`src/rtl/spi_slave_responder_pkg.sv`:
```
// Shared types and constants for the SPI responder and its input synchronizer.
// Mode 0 link: SCLK idles low, data sampled on rise, changed on fall, LSB first.
package spi_slave_responder_pkg;

    localparam int unsigned DefDataWidth  = 8;
    localparam int unsigned DefSyncStages = 2;
    localparam logic        SclkIdle      = 1'b0;

    typedef enum logic [1:0] {
        StWaitIdle = 2'd0,
        StIdle     = 2'd1,
        StActive   = 2'd2
    } state_e;

endpackage

```
`src/rtl/spi_slave_responder_input_sync.sv`:
```
// Multi-flop synchronizer for SCLK, CS_N and MOSI, plus one-cycle SCLK rise/fall
// pulses derived from the last two synchronized SCLK samples.
module spi_slave_responder_input_sync
    import spi_slave_responder_pkg::*;
#(
    parameter int unsigned SYNC_STAGES = DefSyncStages
) (
    input  logic clk_i,
    input  logic clr_i,
    input  logic sclk_i,
    input  logic cs_n_i,
    input  logic mosi_i,
    output logic sclk_o,
    output logic cs_n_o,
    output logic mosi_o,
    output logic sclk_rise_o,
    output logic sclk_fall_o
);

    logic [SYNC_STAGES-1:0] sclk_q, sclk_d;
    logic [SYNC_STAGES-1:0] cs_n_q, cs_n_d;
    logic [SYNC_STAGES-1:0] mosi_q, mosi_d;
    logic                   sclk_prev_q, sclk_prev_d;

    always_comb begin
        sclk_d      = {sclk_q[SYNC_STAGES-2:0], sclk_i};
        cs_n_d      = {cs_n_q[SYNC_STAGES-2:0], cs_n_i};
        mosi_d      = {mosi_q[SYNC_STAGES-2:0], mosi_i};
        sclk_prev_d = sclk_q[SYNC_STAGES-1];
    end

    // CS_N clears to 0 so a frame already in progress at reset is never taken as idle.
    always_ff @(posedge clk_i) begin
        if (clr_i) begin
            sclk_q      <= {SYNC_STAGES{SclkIdle}};
            cs_n_q      <= '0;
            mosi_q      <= '0;
            sclk_prev_q <= SclkIdle;
        end else begin
            sclk_q      <= sclk_d;
            cs_n_q      <= cs_n_d;
            mosi_q      <= mosi_d;
            sclk_prev_q <= sclk_prev_d;
        end
    end

    assign sclk_o      = sclk_q[SYNC_STAGES-1];
    assign cs_n_o      = cs_n_q[SYNC_STAGES-1];
    assign mosi_o      = mosi_q[SYNC_STAGES-1];
    assign sclk_rise_o = sclk_q[SYNC_STAGES-1] & ~sclk_prev_q;
    assign sclk_fall_o = ~sclk_q[SYNC_STAGES-1] & sclk_prev_q;

endmodule

```
`src/rtl/spi_slave_responder.sv`:
```
// Mode-0 SPI responder: full-duplex LSB-first words, one-deep TX holding register,
// held RX word with full/overrun flags, all driven from oversampled SPI pins.
module spi_slave_responder
    import spi_slave_responder_pkg::*;
#(
    parameter int unsigned DATA_WIDTH  = DefDataWidth,
    parameter int unsigned SYNC_STAGES = DefSyncStages
) (
    input  logic                  CLK,
    input  logic                  CLR,
    input  logic                  SCLK,
    input  logic                  CS_N,
    input  logic                  MOSI,
    output logic                  MISO,
    input  logic [DATA_WIDTH-1:0] TX_DATA,
    input  logic                  TX_WRITE,
    output logic                  TX_FULL,
    output logic                  TX_UNDERRUN,
    output logic [DATA_WIDTH-1:0] RX_DATA,
    input  logic                  RX_READ,
    output logic                  RX_FULL,
    output logic                  RX_OVERRUN,
    output logic                  BUSY
);

    localparam int unsigned     CntW    = (DATA_WIDTH > 1) ? $clog2(DATA_WIDTH) : 1;
    localparam logic [CntW-1:0] LastBit = CntW'(DATA_WIDTH - 1);

    logic sclk_s, cs_n_s, mosi_s, sclk_rise, sclk_fall;

    spi_slave_responder_input_sync #(
        .SYNC_STAGES (SYNC_STAGES)
    ) u_sync (
        .clk_i       (CLK),
        .clr_i       (CLR),
        .sclk_i      (SCLK),
        .cs_n_i      (CS_N),
        .mosi_i      (MOSI),
        .sclk_o      (sclk_s),
        .cs_n_o      (cs_n_s),
        .mosi_o      (mosi_s),
        .sclk_rise_o (sclk_rise),
        .sclk_fall_o (sclk_fall)
    );

    state_e                state_q, state_d;
    logic [CntW-1:0]       bit_cnt_q, bit_cnt_d;
    logic [DATA_WIDTH-1:0] tx_hold_q, tx_hold_d;
    logic [DATA_WIDTH-1:0] tx_shift_q, tx_shift_d;
    logic [DATA_WIDTH-1:0] rx_shift_q, rx_shift_d;
    logic [DATA_WIDTH-1:0] rx_data_q, rx_data_d;
    logic                  tx_full_q, tx_full_d;
    logic                  tx_underrun_q, tx_underrun_d;
    logic                  rx_full_q, rx_full_d;
    logic                  rx_overrun_q, rx_overrun_d;
    logic                  reload;

    always_comb begin
        state_d       = state_q;
        bit_cnt_d     = bit_cnt_q;
        tx_hold_d     = tx_hold_q;
        tx_shift_d    = tx_shift_q;
        rx_shift_d    = rx_shift_q;
        rx_data_d     = rx_data_q;
        tx_full_d     = tx_full_q;
        tx_underrun_d = tx_underrun_q;
        rx_full_d     = rx_full_q;
        rx_overrun_d  = rx_overrun_q;
        reload        = 1'b0;

        if (RX_READ && rx_full_q) begin
            rx_full_d    = 1'b0;
            rx_overrun_d = 1'b0;
        end

        case (state_q)
            StWaitIdle: begin
                if (cs_n_s) state_d = StIdle;
            end
            StIdle: begin
                if (!cs_n_s) begin
                    state_d   = StActive;
                    bit_cnt_d = '0;
                    reload    = 1'b1;
                end
            end
            StActive: begin
                if (cs_n_s) begin
                    state_d    = StIdle;
                    bit_cnt_d  = '0;
                    tx_shift_d = '0;
                    rx_shift_d = '0;
                end else if (sclk_rise) begin
                    rx_shift_d = {mosi_s, rx_shift_q[DATA_WIDTH-1:1]};
                    if (bit_cnt_q == LastBit) begin
                        bit_cnt_d = '0;
                        rx_data_d = rx_shift_d;
                        rx_full_d = 1'b1;
                        if (rx_full_q && !RX_READ) rx_overrun_d = 1'b1;
                    end else begin
                        bit_cnt_d = bit_cnt_q + CntW'(1);
                    end
                end else if (sclk_fall) begin
                    if (bit_cnt_q == '0) reload = 1'b1;
                    else                 tx_shift_d = tx_shift_q >> 1;
                end
            end
            default: state_d = StWaitIdle;
        endcase

        if (reload) begin
            tx_shift_d = tx_full_q ? tx_hold_q : '0;
            if (tx_full_q) tx_full_d     = 1'b0;
            else           tx_underrun_d = 1'b1;
        end

        // A reload that empties the holding register lets a same-cycle write land.
        if (TX_WRITE && (!tx_full_q || reload)) begin
            tx_hold_d = TX_DATA;
            tx_full_d = 1'b1;
        end
    end

    always_ff @(posedge CLK) begin
        if (CLR) begin
            state_q       <= StWaitIdle;
            bit_cnt_q     <= '0;
            tx_hold_q     <= '0;
            tx_shift_q    <= '0;
            rx_shift_q    <= '0;
            rx_data_q     <= '0;
            tx_full_q     <= 1'b0;
            tx_underrun_q <= 1'b0;
            rx_full_q     <= 1'b0;
            rx_overrun_q  <= 1'b0;
        end else begin
            state_q       <= state_d;
            bit_cnt_q     <= bit_cnt_d;
            tx_hold_q     <= tx_hold_d;
            tx_shift_q    <= tx_shift_d;
            rx_shift_q    <= rx_shift_d;
            rx_data_q     <= rx_data_d;
            tx_full_q     <= tx_full_d;
            tx_underrun_q <= tx_underrun_d;
            rx_full_q     <= rx_full_d;
            rx_overrun_q  <= rx_overrun_d;
        end
    end

    assign BUSY        = (state_q == StActive);
    assign MISO        = (state_q == StActive) & tx_shift_q[0];
    assign TX_FULL     = tx_full_q;
    assign TX_UNDERRUN = tx_underrun_q;
    assign RX_DATA     = rx_data_q;
    assign RX_FULL     = rx_full_q;
    assign RX_OVERRUN  = rx_overrun_q;

endmodule

```
`config.mk`:
```
export PLATFORM = sky130hd
export DESIGN_NAME = spi_slave_responder
export DESIGN_NICKNAME = d
export VERILOG_FILES = /design/src/rtl/spi_slave_responder_pkg.sv /design/src/rtl/spi_slave_responder_input_sync.sv /design/src/rtl/spi_slave_responder.sv
export SDC_FILE = /design/constraint.sdc
export NUM_CORES = 1
export LEC_CHECK = 0
export ABC_AREA = 1
export ABC_CLOCK_PERIOD_IN_PS = 1600
export CORE_MARGIN = 5
export CORE_UTILIZATION = 25
export DETAILED_ROUTE_END_ITERATION = 8
export SYNTH_ARGS = -nofsm -noshare
export SYNTH_HDL_FRONTEND = slang
export SYNTH_HIERARCHICAL = 1
export SYNTH_SLANG_ARGS = --single-unit
```
`constraint.sdc`:
```
create_clock -name CLK -period 1.6 [get_ports CLK]
set_input_delay 0.32 -clock CLK [delete_from_list [all_inputs] [get_ports CLK]]
set_output_delay 0.32 -clock CLK [all_outputs]
set_load 0.03 [all_outputs]
```
* After elaboration in Yosys (flattened, before gate mapping)
Cells that the tools add are included.
Storage, ports and cells: bits in registers 48, input bits 15, output and inout bits 14, word-level logic and storage cells 86
Operators by class: add/sub/neg operators 1, equal/unequal tests 8, multiplexer cells 36, bitwise operators 7, reduce and logical (&&, ||, !) cells 20
Operators by type and width (number):
- two-way mux 8 bit | 9
- two-way mux 1 bit | 18
- two-way mux 3 bit | 4
- AND reduction 4 bit | 2
- nonzero test 2 bit | 4
- != test 3 x 1 -> 1 bit (second input constant) | 2
- case mux 3 bit (2 select lines) | 1
- AND reduction 2 bit | 3
- two-way mux 2 bit | 2
- NOT 1 bit | 4
- case mux 2 bit (2 select lines) | 1
- adder 3 x 1 -> 3 bit (second input constant) | 1
- AND 1 bit | 3
- == test 3 bit (second input constant) | 1
- logical AND 1 bit | 3
- zero test 3 bit | 1
- != test 3 x 2 -> 1 bit (second input constant) | 1
- AND reduction 3 bit | 1
- nonzero test 3 bit | 1
- == test 2 x 1 -> 1 bit (second input constant) | 1
- == test 2 bit (second input constant) | 1
- zero test 1 bit | 2
- zero test 2 bit | 1
- != test 2 x 1 -> 1 bit (second input constant) | 1
- other kinds (4) | 4

* Logic depth before layout (Yosys ltp)
word-level depth 9, mapped depth 12, depth with buffers taken out 11

* Cells and area by module
The synthesis kept the hierarchy.
Modules (own cells, without submodules):
- spi_slave_responder | times used 1, cells each 275, area each 1996.9 um^2, sequential area each 800.8 um^2
- spi_slave_responder_input_sync | times used 1, cells each 24, area each 203.9 um^2, sequential area each 140.1 um^2

* Worst setup path after synthesis
Ideal clock, no wire load.
path type register -> register, start point reg state_q[0], end point reg tx_shift_q[0], library setup time 0.128 ns, data arrival time 1.690 ns, required time 1.472 ns, setup slack -0.217 ns, stages on the path, launching flop included 13, path buffers 1, clock period less this slack 1.817 ns, cells stage by stage dfxtp_1 inv_1 ha_1 inv_2 nor2_4 nand3_2 nand2_4 nand2_4 buf_6 nand2_1 nand2_1 nor2_1 nor2_1
On the way: word-level cells in the longest chain between the ends 4, elaborated cells between the ends (all ways) 9, classes of those cells eq/ne (4); mux (2); reduce/logical (3)
RTL lines:
- start, declared | line spi_slave_responder.sv:46 | state_e state_q, state_d;
- start signal, assigned | line spi_slave_responder.sv:126 | state_q <= StWaitIdle;
- start signal, assigned | line spi_slave_responder.sv:137 | state_q <= state_d;
- == test 2 bit (*)
- net BUSY | line spi_slave_responder.sv:23 | output logic BUSY
- case mux 1 bit (2 select lines) | line spi_slave_responder.sv:76 | case (state_q)
- != test 3 x 2 -> 1 bit (no source line) (tied with other cells)
- AND reduction 4 bit (no source line)
- end signal, assigned | line spi_slave_responder.sv:140 | tx_shift_q <= tx_shift_d;
- end, declared | line spi_slave_responder.sv:49 | logic [DATA_WIDTH-1:0] tx_shift_q, tx_shift_d;
Mark *: on every way through the listed nets, which the timed path passes. The rest lies on a longest branch. A chain may end at the register's enable or synchronous reset.

* Worst setup path in the final report
start point reg state_q[0], end point out MISO
On the way: word-level cells in the longest chain between the ends 2
RTL lines:
- == test 2 bit | line spi_slave_responder.sv:151 | assign MISO = (state_q == StActive) & tx_shift_q[0];
- AND 1 bit | line spi_slave_responder.sv:151
- end, declared | line spi_slave_responder.sv:14 | output logic MISO,
No other way between the ends.

==> flow_summary.toml <==
[route]
vias = 1834
vias_per_cell = 4.121
wire_per_inst_um = 9.263
totalWireLength_mm = 4.122
top_layer_used = "met4"
ant_nets = 0
route.detailed.drc = 0
drtIter0Drc = 61
wl_met3_um = 168
wl_met2_mm = 1.867
met1Wirelength_mm = 1.967
dr.pass1.iters = 4

[synth]
synth_compound_area_frac = 0.1057
synthAdderAreaFrac = 0.04548
syn_area_per_cell_um2 = 7.361
synthMuxAreaShare = 0
synth_cell_types = 25
synth-seq-cells = 47
synthXorXnorAreaFrac = 0
yosys.area_share.simple = 0.3104
yosysSeqAreaShare = 0.4275
synth_top_family_by_area = "simple AND/OR/NAND/NOR gates"
synth_cells = 299
ys_warn_count = 6
syn_nets = 322
synthesis.area_um2 = 2201

[cts]
clk_pin_slew_worst_paths_ns = 0.09
clk_latency_ns = 0.29
ctsHtreeMaxLevel = 2
cts_tree = "yes"
cts_buffers = 5
clkSinkCount = 47
clock_path_buffers = 2
clockRootBuffer = "clkbuf_8"

[sta]
worst_slack_ns = 0.06446
rsz0062_at_grt = "true"
fin_hold_ws_ns = 0.3987
clock.fmax_ghz = 0.6512
setup_violations = 0
tightest_slew_ns = 0.5167
post-route-min-period_ns = 1.536
slew_headroom = 0.6533
slew_violations = 0
fin_skew_ns = 0.009580
hold_viol = 0
period_share = 0.9597

[pwr]
p_int_w = 0.002108
p_sw_w = 0.001091
ir_drop_uv = 404.8
p_sw_frac = 0.3411
power_frac_comb = 0.326
power.leakage_nw = 1.221
pwr-share-seq = 0.411
powerDensity_nw_per_um2 = 1139
pwr-share-clk = 0.263

[worst_setup_path]
slowest_delay_ns = 0.37
crit_arrival_ns = 1.22
critPathTopFamily = "flip-flops"
path_max_fanout = 6
path_cells = "inv_4 -> ha_4 -> nand2_1 -> inv_1 -> buf_4"
path_buf_inv = 3
slowest_stage = "dfxtp_4"
r2r_cells = 6
critPathRequiredTime_ns = 1.28
cp-end-kind = "output pin"
rrSetupSlack_ns = 0.07
rr_endpoint = "bit_cnt_q[1]"
reg2reg_from = "state_q[1]"
worstSetupStartpointType = "flip-flop"
critical_path_depth = 5
worstSetupPathType = "reg2out"

[layout]
drive_above_1_share = 0.1662
layout_commonest_cell = "nor2_1"
n_antenna_cell = 0
final_util = 0.3253
final_nets = 360
area_growth_pct = 27.63
layout_common_cells = "62 x nor2_1, 54 x nand2_1, 45 x dfxtp_1, 39 x inv_1, 16 x a21oi_1"

[place]
place.gp.congestion = 0.8005
portBuffers = 28
dp_hpwl_mm = 3.008
preCtsSetupSlack_ns = 0.001658

[min_path]
hold_depth = 2
hold_path.class = "reg2reg"
hp-start = "u_sync/sclk_q[0]"
whs_endpoint = "u_sync/sclk_q[1]"

[floorplan]
fp.dieW_um = 103.8
fp.coreArea_um2 = 8636
dieArea_um2 = 10780
ios = 29
num_rows = 34
start_util = 0.2549
die_y_um = 103.8

[global_route]
grt.overflow.total = 0
grt_util_all_layers = 0.07878
antenna_found_initial = 0
grt_pass1_wl_mm = 7.355
grt_start_max_net_pins = 18
grt_pass1_vias = 1750

[status]
run_status = "complete, no violations"

[job]
cap_viol_max_count = 0
==> power by group through the flow <==
| stage | sequential, W | clock, W | combinational [W] |
|---|---|---|---|
| 5_1_grt | 0.00133 | 0.000920 | 0.00116 |
| 3_5_place_dp | 0.00133 | 0 | 0.000864 |
| 6_report | 0.00131 | 0.000843 | 0.00104 |
| 4_1_cts | 0.00131 | 0.000885 | 0.000863 |
| 3_3_place_gp | 0.00133 | 0 | 0.000856 |
| 2_1_floorplan | 0.00134 | 0 | 0.000678 |
==> flip-flops by register name, indices dropped and copies added (netlist names), named ones only <==
name,count
rx_shift_q,7
u_sync/mosi_q,2
tx_shift_q,8
u_sync/cs_n_q,2
u_sync/sclk_prev_q,1
TX_FULL,1
TX_UNDERRUN,1
bit_cnt_q,3
u_sync/sclk_q,2
RX_DATA,8
tx_hold_q,8
state_q,2
RX_FULL,1
==> layer usage <==
layer | track usage | vias to the layer above
li1 | - | 996
met1 | 0.09645 | 791
met4 | 0.03885 | 0
met2 | 0.1252 | 37
met5 | 0 | -
met3 | 0.02363 | 10
==> worst max-delay path by stage <==
stage / slack [ns] / from / to
after floorplan: 0.03 / state_q[0] / tx_shift_q[0]
after global placement: 0.07 / state_q[0] / tx_shift_q[5]
after detailed placement: 0.002 / state_q[0] / tx_shift_q[2]
after CTS: 0.01 / state_q[0] / MISO
after global routing: -0.04 / state_q[0] / tx_shift_q[2]
final: 0.06 / state_q[0] / MISO
==> Yosys cell counts, drive strengths merged <==
| library cell | number | area [µm²] |
|---|---|---|
| nor2 | 67 | 269.0 |
| nand2 | 60 | 264.0 |
| dfxtp | 47 | 940.9 |
| inv | 43 | 161.4 |
| a21oi | 24 | 150.1 |
| nand3 | 15 | 85.08 |
| o21ai | 15 | 75.07 |
| ha | 8 | 100.1 |
| nand3b | 7 | 52.55 |
| buf | 5 | 53.80 |
| clkbuf | 5 | 28.77 |
| nand4 | 2 | 12.51 |
| o21a | 1 | 7.510 |
==> metrics by stage <==
stage | TNS (ns) | instance area [µm²] | total power, W | std cells
finish | 0 | 2809 | 0.003199 | 445
detailed placement | 0 | 2619 | 0.002198 | 434
CTS | 0 | 2713 | 0.003058 | 441
global route | -0.4444 | 2809 | 0.003409 | 445
global placement | 0 | 2619 | 0.002184 | 434
floorplan | 0 | 2213 | 0.002014 | 299
==> area by class of cell <==
cell class	count	area, µm²
fillers	932	5827
multi-input cells	201	1097
flip-flops and latches	47	945.9
repair buffers	39	357.8
inverters	43	166.4
well taps	108	135.1
clock buffers	5	68.82
clock inverters	2	37.54
==> worst min-delay path: cells and delay by family, from the launching register on <==
family | cells | cell delay (ns)
flops | 1 | 0.30
buf+inv | 1 | 0.04
simple gates | 1 | 0.03
==> repair_timing <==
| item | CTS | global route |
|---|---|---|
| endpoints found under the setup margin | 13 | 20 |
| setup buffers | 0 | 2 |
| cloned | 0 | 2 |
| resized for setup | 12 | 16 |
| pin swaps | 0 | 6 |
| hold buffers | 0 | 0 |
==> logic make-up after synthesis <==
logic type | Yosys count
and+or+nand+nor | 151
adders and majority gates | 8
DFF | 47
AOI/OAI and AO/OA | 40
buffers and inverters | 53
(Power assumes the default switching activity.)
